<file path="src/rtl/req_dispatch.sv">
// Routes one upstream four-phase request to one of N downstream responders.
// Target choice: priority override, else rotating token; unresponsive targets are marked dead.
module req_dispatch #(
    parameter int unsigned N   = 8,
    parameter int unsigned TMO = 16,
    localparam int unsigned IW = $clog2(N)
) (
    input  logic          clk,
    input  logic          rst,
    input  logic          req_i,
    output logic          ack_i,
    input  logic [N-1:0]  en_mask,
    input  logic [N-1:0]  prio,
    input  logic          clr_dead,
    output logic [N-1:0]  req_o,
    input  logic [N-1:0]  ack_o,
    output logic [IW-1:0] grant_idx,
    output logic [N-1:0]  dead,
    output logic          busy
);

    localparam int unsigned CW = $clog2(TMO);

    typedef enum logic [1:0] {
        IDLE = 2'd0,
        SEL  = 2'd1,
        REQ  = 2'd2,
        DONE = 2'd3
    } state_t;

    state_t        state_q, state_d;
    logic          ack_i_q, ack_i_d;
    logic [N-1:0]  req_o_q, req_o_d;
    logic [IW-1:0] grant_q, grant_d;
    logic [N-1:0]  dead_q, dead_d;
    logic          busy_q, busy_d;
    logic [IW-1:0] ptr_q, ptr_d;
    logic [CW-1:0] cnt_q, cnt_d;

    logic [N-1:0]  elig;
    logic [N-1:0]  pelig;
    logic [IW-1:0] sel;
    logic [IW-1:0] rot;
    logic          sel_hit;

    // Target selection: lowest eligible priority target, else first eligible from the token.
    always_comb begin
        elig    = en_mask & ~dead_q;
        pelig   = elig & prio;
        sel     = '0;
        rot     = '0;
        sel_hit = 1'b0;
        if (|pelig) begin
            for (int i = 0; i < int'(N); i++) begin
                if (!sel_hit && pelig[IW'(i)]) begin
                    sel     = IW'(i);
                    sel_hit = 1'b1;
                end
            end
        end else begin
            for (int i = 0; i < int'(N); i++) begin
                rot = IW'((32'(ptr_q) + 32'(i)) % N);
                if (!sel_hit && elig[rot]) begin
                    sel     = rot;
                    sel_hit = 1'b1;
                end
            end
        end
    end

    // Next-state and registered-output computation.
    always_comb begin
        state_d = state_q;
        ack_i_d = ack_i_q;
        req_o_d = req_o_q;
        grant_d = grant_q;
        dead_d  = clr_dead ? '0 : dead_q;
        ptr_d   = ptr_q;
        cnt_d   = cnt_q;

        case (state_q)
            IDLE: begin
                ack_i_d = 1'b0;
                req_o_d = '0;
                if (req_i) begin
                    state_d = SEL;
                end
            end
            SEL: begin
                ack_i_d = 1'b0;
                req_o_d = '0;
                if (|elig) begin
                    grant_d = sel;
                    cnt_d   = '0;
                    req_o_d = N'(1) << sel;
                    state_d = REQ;
                end
            end
            REQ: begin
                if (ack_o[grant_q]) begin
                    req_o_d = '0;
                    ack_i_d = 1'b1;
                    state_d = DONE;
                end else if (cnt_q == CW'(TMO - 1)) begin
                    // Timeout wins over a same-edge clr_dead for the timed-out bit only.
                    dead_d[grant_q] = 1'b1;
                    req_o_d         = '0;
                    state_d         = SEL;
                end else begin
                    cnt_d = cnt_q + CW'(1);
                end
            end
            DONE: begin
                if (!req_i && !ack_o[grant_q]) begin
                    ack_i_d = 1'b0;
                    state_d = IDLE;
                    ptr_d   = (grant_q == IW'(N - 1)) ? '0 : grant_q + IW'(1);
                end
            end
            default: begin
                state_d = IDLE;
            end
        endcase

        busy_d = (state_d != IDLE);
    end

    always_ff @(posedge clk) begin
        if (rst) begin
            state_q <= IDLE;
            ack_i_q <= 1'b0;
            req_o_q <= '0;
            grant_q <= '0;
            dead_q  <= '0;
            busy_q  <= 1'b0;
            ptr_q   <= '0;
            cnt_q   <= '0;
        end else begin
            state_q <= state_d;
            ack_i_q <= ack_i_d;
            req_o_q <= req_o_d;
            grant_q <= grant_d;
            dead_q  <= dead_d;
            busy_q  <= busy_d;
            ptr_q   <= ptr_d;
            cnt_q   <= cnt_d;
        end
    end

    assign ack_i     = ack_i_q;
    assign req_o     = req_o_q;
    assign grant_idx = grant_q;
    assign dead      = dead_q;
    assign busy      = busy_q;

endmodule

</file>
<file path="config.mk">
export PLATFORM = sky130hd
export DESIGN_NAME = req_dispatch
export DESIGN_NICKNAME = d
export VERILOG_FILES = /design/src/rtl/req_dispatch.sv
export SDC_FILE = /design/constraint.sdc
export NUM_CORES = 1
export LEC_CHECK = 0
export ABC_AREA = 1
export BUFFER_PORTS_ARGS = -buffer_cell sky130_fd_sc_hd__clkbuf_2
export CAP_MARGIN = 20
export CORE_MARGIN = 2
export CORE_UTILIZATION = 40
export DETAILED_ROUTE_END_ITERATION = 12
export PLACE_DENSITY_LB_ADDON = 0.3
export SLEW_MARGIN = 20
export SYNTH_ARGS = -nofsm -noshare
export SYNTH_HDL_FRONTEND = slang
export SYNTH_SLANG_ARGS = --single-unit
</file>
<file path="constraint.sdc">
create_clock -name clk -period 2.55 [get_ports clk]
set_input_delay 0 -clock clk [delete_from_list [all_inputs] [get_ports clk]]
set_output_delay 0 -clock clk [all_outputs]
set_load 0.01 [all_outputs]
</file>
==> results of run 1 <==
==> area by class of cell <==
| class | instances | share of cell area |
|---|---|---|
| multi-input cells | 288 | 0.531 |
| repair buffers | 69 | 0.138 |
| clock buffers | 7 | 0.0248 |
| well taps | 72 | 0.0293 |
| clock inverters | 1 | 0.00976 |
| flip-flops and latches | 30 | 0.196 |
| inverters | 57 | 0.0703 |
==> cell usage after synthesis, types with 4 or more instances <==
| master | number |
|---|---|
| a21oi_1 | 22 |
| a31oi_1 | 6 |
| dfxtp_1 | 30 |
| ha_1 | 5 |
| inv_1 | 52 |
| inv_2 | 4 |
| nand2_1 | 89 |
| nand2_2 | 6 |
| nand3_1 | 56 |
| nand3_2 | 6 |
| nor2_1 | 54 |
| nor3_1 | 8 |
| o21ai_0 | 9 |
==> report_power, final <==
| group | switching, mW | internal, mW | leakage [nW] |
|---|---|---|---|
| Clock | 0.176 | 0.292 | 0.0524 |
| Sequential | 0.0150 | 0.487 | 0.244 |
| Combinational | 0.222 | 0.127 | 1.16 |
| Total | 0.414 | 0.906 | 1.46 |
==> final timing paths <==
check,startpoint,endpoint,slack [ns],depth (start not counted)
worst max-delay path,ptr_q[1],req_o[3],0.09,17
worst min-delay path,clr_dead,dead[6],0.09,4
worst max register to register,ptr_q[1],req_o[3],0.09,17
worst min register to register,req_o[0],req_o[0],0.47,2
==> registers in the layout, summed over array words and instances, names as in the netlist <==
name and count:
busy 1, ack_i 1, req_o 8, ptr_q 3, state_q 2, grant_idx 3, dead 8, cnt_q 4
==> worst register-to-register path, stage by stage, from the launching register on <==
cell and delay, ns:
dfxtp_2 0.33, buf_4 0.14, buf_6 0.14, xor2_1 0.16
buf_4 0.17, inv_2 0.05, nand2_1 0.07, nand2_4 0.12
buf_12 0.11, nand4_4 0.10, nor2_4 0.21, buf_6 0.13
a31oi_2 0.09, nand2_1 0.10, nand2_2 0.10, nor2_1 0.13
nand3_1 0.10, a21oi_2 0.13
==> per-layer routing <==
layer / track usage / routed length, um
met5: 0 / 0
met4: 0.0661 / 174
met3: 0.0427 / 323
met2: 0.350 / 3290
met1: 0.283 / 3170
==> per-stage QoR <==
stage	hold slack (ns)	setup TNS [ns]	util	total power, mW
detailed placement	0.387	-0.0786	0.484	0.815
CTS	0.0977	0	0.504	1.28
global route	0.111	-0.0802	0.552	1.40
floorplan	0.247	0	-	0.727
global placement	0.392	-0.0532	0.484	0.813
finish	0.0900	0	0.552	1.32
==> what timing repair did <==
action	CTS	global route
setup endpoints to repair	4	10
setup buffers	0	9
endpoints found under the hold margin	0	0
pin swaps	0	20
resized for setup	1	46
==> cell usage in the layout, fill, tap and decap left out, drive strengths merged, types with 6 or more instances in the layout <==
cell type,instances
buf,21
a31oi,6
clkbuf,55
dfxtp,30
a21oi,23
nand2,98
inv,57
o21ai,10
nor3,8
nor2,56
nand3,62
==> kinds of logic after synthesis <==
family | count (synthesis) | synth area share
xor gates and xnor gates | 3 | 0.0113
AOI/OAI and AO/OA | 50 | 0.127
DFF | 30 | 0.258
adders and majority gates | 5 | 0.0269
buffers and inverters | 64 | 0.116
and+or+nand+nor | 230 | 0.461
==> out/summary.md, run 1 <==
The run finished with clean final reports. The ratio of total power to cell area works out to 429 nW/um2. The core area was 5570 um2.

After clock tree synthesis, the flow added hold-fix buffers numbering 0. The tools report the number of nets at the end of the flow as 484. Prior to clock tree synthesis, the placed netlist has a worst setup slack of -0.0515 ns. For the data arrival time at the worst-slack endpoint, the log shows 2.67 ns.

The tools report the final instance count without filler cells as 524. The critical path goes through buf_4, buf_6, xor2_1, buf_4, inv_2, nand2_1, nand2_4, buf_12, nand4_4, nor2_4, buf_6, a31oi_2, nand2_1, nand2_2, nor2_1, nand3_1, a21oi_2. The tools report the number of standard cells after synthesis as 382. Register area share after synthesis: 0.258.

The DRC violations left came out at 0. The type of element capturing the critical path was a flip-flop. The first global-routing pass estimated 10,800 um of wire.

The transition time at the pin with the least slew margin was 0.547 ns. The most used flip-flop cell after synthesis is dfxtp_1. The share of synthesized registers carrying an async set or reset works out to 0.

The run gives 2 as the H-tree depth reported by CTS. The routed layout has 2,664 vias. The tree is rooted in a clkbuf_8.

The share of post-route cells with drive strength above 1 is 0.305. TritonCTS created 5 clock buffers. The via density per instance is 5.08, and the row count is 27. For the starting utilization of the core area, the log shows 0.418. The tools report the die outline area as 6450 um2. The area fraction of the dominant cell type after synthesis works out to 0.258. Global routing finished with a remaining overflow of 0. Setup repair after global routing could not meet its margin everywhere. The run gives 3080 um2 as the design area. Counting I/O delays and the setup requirement, the final critical path takes 2.46 ns. Across the run, the number of max-cap violations was 0.

Total area of multi-input combinational cells: 1640 um2. TritonCTS built the clock tree. The mean cell area of the mapped netlist is 6.10 um2, and the number of filler cells placed in the layout is 570.

Synthesis instantiated 37 different standard cells from the library. The clock passes through at most 2 buffers. For this design the static power due to leakage is 1.46 nW.

By area the synthesized netlist is led by dfxtp_1 (26%), nand2_1 (14%), nand3_1 (12%), nor2_1 (8.7%), inv_1 (8.4%). The number of global-route vias before repair was 2,375; the area of the mapped netlist was 2330 um2. The period utilization works out to 0.963. The tightest min-delay check is of the in2reg type. For the required time of the worst setup path, the log shows 2.77 ns.

Summing all flip-flop and latch instances after layout gives 604 um2. After clock tree synthesis, the clock-pin slew on the worst setup and hold paths is 0.06 ns. Routability-driven placement finished with a final weighted congestion of 0.938. The cell area after placement came out at 2700 um2. The worst setup path is launched from a flip-flop. Of all nets on the critical path, the largest fanout is 6.

The final layout contains routed wiring with a total length of 6960 um. 49 I/O pins were placed. On the worst path, the slowest cell contributes a delay of 0.33 ns. Counting every sink on the clock net gives 30. The die is 80.3 um tall. The count of final setup violators is 0. The insertion delay of the later-clocked pin in the worst-skew pair is 0.28 ns.

The count of flip-flops with a built-in enable after synthesis is 0, and the initial antenna violation count is 0. The run gives 415 as the total nets after synthesis. The largest individual stage delay along the critical path comes from the cell dfxtp_2.

In this run, the number of DRC markers left after iteration 0 of detailed routing was 166. The maximum number of pins on one net before global-route repair is 20. Broken down by cell family, the worst path's largest delay share belongs to simple AND/OR/NAND/NOR gates. The largest area contributor in the synthesized netlist was dfxtp_1. The critical path is of the reg2reg type.

The number of port buffers came out at 48. The number of instances in the placed design was 507. The tools report the number of iterations in the first detailed-routing pass as 4. The max-slew headroom at the worst pin came out at 0.634. The number of buffers and inverters on the critical path is 6. The area added between synthesis and finish was 32.2%. VDD sags by at most 0.340 mV. The total half-perimeter wirelength after legalization and detailed placement came out at 5230 um. Between clock sinks in the finished design, the worst skew comes to 0.00530 ns.

The maximum frequency from static timing analysis was 407 MHz. The run gives 0.214 as the global-route usage over all layers. Yosys printed 0 warnings.

The run gives 0 as the count of pins over their slew limit. The number of nets still failing antenna checks after routing is 0. Floorplan die width: 80.3 um. The register bit total from synthesis is 30, and the final worst setup slack is 0.0946 ns.

0 antenna diodes ended up in the layout. The tools report the number of failing hold endpoints at the final stage as 0. Dividing the detail-routed wire length by the instance count gives 13.3 um.
Power figures use the tool's default switching activity.
==> run 2: changes to the inputs <==
Settings changed: CELL_PAD_IN_SITES_DETAIL_PLACEMENT set to 0, CELL_PAD_IN_SITES_GLOBAL_PLACEMENT set to 1, CORE_UTILIZATION 40 to 34.
==> run 2 against run 1 <==
Compared with the run above: first-iteration DRC count down 3.6%; power rose by 2.7%; final cell count is 2.3% higher; worst hold slack improved by 0.0071 ns; highest routed layer unchanged; cell area increased by 3.5%; largest power group unchanged.
==> out/summary.md, run 2 (synthesized netlist as in run 1, its figures left out) <==
The final instance count without filler cells is 536 (was 524), and the leakage power summed over all cells is 1.49 nW (was 1.46 nW). Most frequent standard cell in the layout excluding fill and tap cells: nand2_1 (unchanged). The critical path class is reg2reg (unchanged). The maximum buffer depth of the clock tree is 2 (unchanged).

The register area came out at 611 um2 (was 604 um2). The max-slew headroom at the worst pin was 0.698 (was 0.634); the global-route usage over all layers was 0.196 (was 0.214). The worst min-delay path class is in2reg (unchanged). The data arrival time at the worst-slack endpoint was 2.62 ns (was 2.67 ns); the core area was 6720 um2 (was 5570 um2). The run gives 2740 um2 (was 2700 um2) as the cell area after placement. Number of filler cells placed in the layout: 737 (was 570).

For the total half-perimeter wirelength after legalization and detailed placement, the log shows 5690 um (was 5230 um). The global-route met2 utilization was 0.310 (was 0.350); the number of CTS-inserted buffers was 5 (unchanged). Logic depth of the worst register-to-register path: 16 (was 17). The chip height came out at 86.8 um (was 80.3 um). I/O pin count: 49 (unchanged). The run gives 160 (was 166) as the first-iteration detailed-routing DRC count. Most frequent cells in the layout: nand2_1 (82), inv_1 (49), nor2_1 (48), clkbuf_2 (48), nand3_1 (40) (was nand2_1 (82), inv_1 (51), clkbuf_2 (48), nor2_1 (45), nand3_1 (45)).

The logs give 2,507 (was 2,375) for the number of global-route vias before repair and 0 (unchanged) for the number of nets still failing antenna checks after routing. The insertion delay of the later-clocked pin in the worst-skew pair is 0.28 ns (about the same). The tools report the sort of element at the start of the critical path as a flip-flop (unchanged). The count of final setup violators was 0 (unchanged); the transition time at the pin with the least slew margin was 0.451 ns (was 0.547 ns). The routed length per placed instance was 13.5 um (was 13.3 um); the H-tree depth reported by CTS was 2 (unchanged).

Total area of multi-input combinational cells: 1690 um2 (was 1640 um2). The maximum number of pins on one net before global-route repair is 20 (unchanged), and the register-to-register setup slack is 0.14 ns (was 0.09 ns). The run gives 7260 um (was 6960 um) as the total length of routed wires. For the met1 demand-to-capacity share in global routing, the log shows 0.267 (was 0.283). The floorplan die width was 86.8 um (was 80.3 um); the number of instances in the placed design was 520 (was 507).

The run gives 0 (unchanged) as the number of failing hold endpoints at the final stage. Ratio of total power to cell area: 426 nW/um2 (was 429 nW/um2). The root buffer cell was clkbuf_8 (unchanged). The area added between synthesis and finish works out to 36.8% (was 32.2%).

The number of port buffers was 48 (unchanged). The type of element capturing the critical path was a flip-flop (unchanged). The tools report the worst min-delay path startpoint as clr_dead (unchanged).

The overall power of the completed layout was 1.35 mW (was 1.32 mW). TritonCTS built the clock tree. The clock sink total was 30 (unchanged); the number of antenna repair diodes was 0 (unchanged).

The final critical path time including I/O delays and setup is 2.41 ns (was 2.46 ns), and the accumulated negative setup slack is 0 ns (unchanged). The share of post-route cells with drive strength above 1 was 0.327 (was 0.305); the placer's final routability congestion estimate was 0.846 (was 0.938). The run gives 0 (unchanged) as the initial antenna violation count.

The most congested layer reported by global routing was met2 (unchanged). The starting utilization of the core area is 0.347 (was 0.418), and the peak ir drop on the vdd network is 0.529 mV (was 0.340 mV). Number of cells on the worst hold path: 4 (unchanged).

The tools report the placement-stage worst setup slack as -0.0908 ns (was -0.0515 ns). The number of nets at the end of the flow came out at 489 (was 484). The tools report the final worst setup slack as 0.136 ns (was 0.0946 ns).

The DRC violations left was 0 (unchanged); the via density per instance was 5.00 (was 5.08). The design area was 3180 um2 (was 3080 um2); the post-route clock skew was 0.00864 ns (was 0.00530 ns). The wire length of the first global-routing pass came out at 11,700 um (was 10,800 um). The die outline area is 7530 um2 (was 6450 um2). The logs give 2.76 ns (was 2.77 ns) for the required time of the worst setup path and 4 (unchanged) for the number of iterations in the first detailed-routing pass.

The maximum frequency from static timing analysis came out at 414 MHz (was 407 MHz). Setup repair after global routing could not meet its margin everywhere. The residual overflow from global routing is 0 (unchanged).

Worst flop-to-flop path startpoint: ptr_q[0] (was ptr_q[1]). For the row count, the log shows 30 (was 27). The maximum net fanout on the critical path works out to 6 (unchanged). End of the worst register-to-register path: req_o[2] (was req_o[3]).

The global routing usage on met3 was 0.0343 (was 0.0427). The tools report the worst hold path endpoint as dead[5] (was dead[6]). The run gives 0 (unchanged) as the max-cap violation count. Via count: 2,678 (was 2,664).

The flow ran to the end, and the final reports show no timing, DRC or antenna violations. The period utilization came out at 0.947 (was 0.963). The count of pins over their slew limit came out at 0 (unchanged). The post-CTS clock slew at the launch and capture registers of the worst setup and hold paths was 0.07 ns (was 0.06 ns).
[run 2: cell count changes in the layout (fill, tap and decap cells not counted), moves of 3 or more]
| cell | before | now |
|---|---|---|
| nand3_4 | 0 | 6 |
| buf_4 | 16 | 21 |
| nor2_2 | 7 | 4 |
| nor2_1 | 45 | 48 |
| nand3_1 | 45 | 40 |
[run 2: layout make-up]
cell class / instances / share of cell area
flip-flops and latches: 30 / 0.192
well taps: 80 / 0.0314
repair buffers: 74 / 0.144
multi-input cells: 288 / 0.530
clock buffers: 6 / 0.0259
inverters: 57 / 0.0680
clock inverters: 1 / 0.00943
[run 2: power by group]
| part | internal, mW | switching, mW | leakage, nW |
|---|---|---|---|
| logic | 0.132 | 0.234 | 1.19 |
| registers | 0.485 | 0.0116 | 0.246 |
| clock network | 0.312 | 0.180 | 0.0573 |
| total | 0.929 | 0.426 | 1.49 |
[run 2: worst max-delay path by stage]
stage | slack, ns | cells after the start | end | from
finish | 0.14 | 16 | req_o[2] | ptr_q[0]
global route | -0.05 | 18 | req_o[0] | dead[7]
CTS | 0.001 | 19 | req_o[5] | ptr_q[0]
detailed placement | -0.09 | 19 | req_o[5] | ptr_q[0]
global placement | -0.08 | 19 | req_o[6] | ptr_q[0]
floorplan | 0.007 | 20 | req_o[4] | ptr_q[0]
[run 2: metrics by stage]
step,utilization,hold slack (ns)
6_report,0.474,0.0971
3_3_place_gp,0.408,0.394
2_1_floorplan,-,0.247
4_1_cts,0.427,0.0966
3_5_place_dp,0.408,0.393
5_1_grt,0.474,0.138
[run 2: worst max-delay path: stages (launching register included)]
cell and delay [ns]:
dfxtp_4 0.37, inv_4 0.05, ha_4 0.27, buf_6 0.13, nand3_4 0.08, nand3_4 0.10, nand2_4 0.09, nor2_8 0.17
nand4_4 0.12, nor2_4 0.15, buf_4 0.14, a31oi_2 0.11, nand2_1 0.11, nand2_2 0.10, nor2_1 0.13, nand3_1 0.09
a21oi_1 0.13
[run 2: per-layer routing]
layer,vias up,wire [um]
li1,1390,-
met1,1205,3310
met2,70,3440
met3,13,373
met4,0,148
met5,-,0
[run 2: timing repair]
item                       in CTS  in global routing
resized for setup               3                 57
buffers inserted                0                  9
hold buffers                    0                  0
setup endpoints to repair       9                 10
pin swaps                       0                 27
==> run 3: changes to the inputs <==
Settings changed: PLACE_DENSITY_LB_ADDON 0.3 to 0.25, SKIP_LAST_GASP set to 1.
==> run 3 against run 2 <==
Compared with the run above: setup slack gained 0.032 ns; sequential share of layout area grew 1.4 points; register-to-register slack gained 0.03 ns; worst hold slack gained 0.012 ns; non-clock buffer count shrank 9; fmax grew 1.4%; combinational power shrank 8.7%; final cell count shrank 1.5%; critical path type unchanged; largest power group unchanged; highest routed layer unchanged.
==> out/summary.md, run 3 (synthesized netlist as in run 1, its figures left out) <==
The tools report the die outline area as 7530 um2 (unchanged). The data arrival time at the worst-slack endpoint was 2.60 ns (was 2.62 ns). The run gives 0.190 (was 0.196) as the global-route usage over all layers.

The first-iteration detailed-routing DRC count came out at 184 (was 160). The most frequent standard cell in the layout excluding fill and tap cells is nand2_1 (unchanged). The max-slew headroom at the worst pin is 0.707 (was 0.698). The logs give 6720 um2 (unchanged) for the core area and 0 (unchanged) for the max-cap violation count.

The logs give 606 um2 (was 611 um2) for the register area and 4 (unchanged) for the number of iterations in the first detailed-routing pass. The tools report the register-to-register setup slack as 0.17 ns (was 0.14 ns). For the number of CTS-inserted buffers, the log shows 5 (unchanged). The logic depth of the worst register-to-register path was 19 (was 16); the leakage power summed over all cells was 1.41 nW (was 1.49 nW). The starting utilization of the core area is 0.347 (unchanged). The share of post-route cells with drive strength above 1 works out to 0.270 (was 0.327). Via density per instance: 4.98 (was 5.00). The tools report the maximum frequency from static timing analysis as 420 MHz (was 414 MHz). The wire length of the first global-routing pass was 11,200 um (was 11,700 um); the accumulated negative setup slack was 0 ns (unchanged). The run gives 0.928 (was 0.846) as the placer's final routability congestion estimate.

The final instance count without filler cells was 528 (was 536); the number of instances in the placed design was 517 (was 520). The logs give 0 (unchanged) for the number of failing hold endpoints at the final stage and 0.28 ns (about the same) for the insertion delay of the later-clocked pin in the worst-skew pair. The number of filler cells placed in the layout came out at 729 (was 737).

Number of global-route vias before repair: 2,352 (was 2,507). The maximum buffer depth of the clock tree was 2 (unchanged). The tools report the type of element capturing the critical path as a flip-flop (unchanged). The tools report the worst flop-to-flop path startpoint as ptr_q[1] (was ptr_q[0]). The critical path class was reg2reg (unchanged). The logs give 0 (unchanged) for the initial antenna violation count and 0 (unchanged) for the count of final setup violators. The peak ir drop on the vdd network is 0.235 mV (was 0.529 mV), and the chip height is 86.8 um (unchanged). The routed length per placed instance works out to 13.2 um (was 13.5 um). TritonCTS built the clock tree.

Root buffer cell: clkbuf_8 (unchanged). Sort of element at the start of the critical path: a flip-flop (unchanged). The clock sink total came out at 30 (unchanged).

The tools report the DRC violations left as 0 (unchanged). The end of the worst register-to-register path was req_o[5] (was req_o[2]). Required time of the worst setup path: 2.77 ns (was 2.76 ns). The run gives 0 (unchanged) as the number of antenna repair diodes. The I/O pin count was 49 (unchanged); the total half-perimeter wirelength after legalization and detailed placement was 5630 um (was 5690 um).

Worst min-delay path class: in2reg (unchanged). The hold buffer count at CTS is 0 (unchanged), and the ratio of total power to cell area is 423 nW/um2 (was 426 nW/um2). The run gives 0 (unchanged) as the residual overflow from global routing. The tools report the number of nets at the end of the flow as 480 (was 489). Most frequent cells in the layout: nand2_1 (87), inv_1 (51), nand3_1 (49), nor2_1 (48), clkbuf_2 (48) (was nand2_1 (82), inv_1 (49), nor2_1 (48), clkbuf_2 (48), nand3_1 (40)). For the post-route clock skew, the log shows 0.00366 ns (was 0.00864 ns). The worst min-delay path startpoint is clr_dead (unchanged). The number of cells on the worst hold path works out to 4 (unchanged). The tools report the row count as 30 (unchanged). The worst hold path endpoint was dead[4] (was dead[5]). The final critical path time including I/O delays and setup was 2.38 ns (was 2.41 ns); the total area of multi-input combinational cells was 1550 um2 (was 1690 um2). For the maximum number of pins on one net before global-route repair, the log shows 20 (unchanged).

The tools report the final design utilization as 0.439 (was 0.474). The tools report the total length of routed wires as 6960 um (was 7260 um). The transition time at the pin with the least slew margin came out at 0.437 ns (was 0.451 ns).

The final worst hold slack was 0.109 ns (was 0.0971 ns); the floorplan die width was 86.8 um (unchanged). The maximum net fanout on the critical path is 7 (was 6), and the number of nets still failing antenna checks after routing is 0 (unchanged). H-tree depth reported by CTS: 2 (unchanged). The number of port buffers works out to 48 (unchanged). The count of pins over their slew limit was 0 (unchanged). Period utilization: 0.934 (was 0.947). The area added between synthesis and finish came out at 26.5% (was 36.8%). The post-CTS clock slew at the launch and capture registers of the worst setup and hold paths is 0.07 ns (about the same). The run finished with clean final reports. The via count is 2,632 (was 2,678).
-- run 3: cell types whose count changed in the layout (fill, tap and decap cells not counted), moves of 4 or more --
cell,delta
nand3_1,+9
buf_4,-6
nand2_1,+5
nand2_2,-5
nand3_4,-5
nand3_2,-4
-- run 3: layout make-up --
class | count | share of cell area
clock buffers | 6 | 0.0280
clock inverters | 2 | 0.00425
inverters | 57 | 0.0735
multi-input cells | 288 | 0.527
flip-flops and latches | 30 | 0.206
well taps | 80 | 0.0340
repair buffers | 65 | 0.127
-- run 3: power by group --
part           internal (mW)  total (mW)  switching [mW]
Sequential             0.486       0.498          0.0125
Clock                  0.217       0.413           0.196
Combinational          0.118       0.334           0.217
-- run 3: worst max path at each step --
| stage | from | to | slack, ns | cells past startpoint |
|---|---|---|---|---|
| floorplan | ptr_q[0] | req_o[4] | 0.007 | 20 |
| global placement | ptr_q[0] | req_o[6] | -0.02 | 19 |
| detailed placement | ptr_q[0] | req_o[6] | -0.08 | 19 |
| CTS | ptr_q[0] | req_o[6] | 0.03 | 19 |
| global route | ptr_q[1] | req_o[5] | -0.02 | 19 |
| finish | ptr_q[1] | req_o[5] | 0.17 | 19 |
-- run 3: routing by layer --
metal  routed length, um  global-route usage
met5                   0                   0
met4                  63              0.0455
met3                 302              0.0362
met2                3220               0.301
met1                3380               0.266
-- run 3: stage by stage --
| step | cell area, um2 | power (mW) | setup WS (ns) |
|---|---|---|---|
| 6_report | 2950 | 1.25 | 0.168 |
| 5_1_grt | 2950 | 1.32 | -0.0206 |
| 4_1_cts | 2820 | 1.25 | 0.0346 |
| 3_5_place_dp | 2720 | 0.828 | -0.0760 |
| 3_3_place_gp | 2720 | 0.829 | -0.0181 |
| 2_1_floorplan | 2330 | 0.727 | 0.00651 |
-- run 3: worst max-delay path, stage by stage, from the launching register on --
cell and delay (ns):
dfxtp_2 0.36, inv_2 0.05, ha_4 0.27, buf_6 0.12
nand3_1 0.10, nand3_2 0.11, nand2_4 0.08, nor2_8 0.15
nand4_4 0.11, nor2_2 0.16, nor2_1 0.06, nand2_1 0.05
nand2_1 0.06, nand2_1 0.06, nand2_1 0.06, nand2_1 0.13
nand3_4 0.13, nor2_2 0.13, nor2_1 0.05, nor2_1 0.07
-- run 3: repair_timing --
item,in CTS,in global routing
buffers inserted,0,3
gates resized for setup,2,24
pin swaps,0,5
endpoints found under the setup margin,6,11
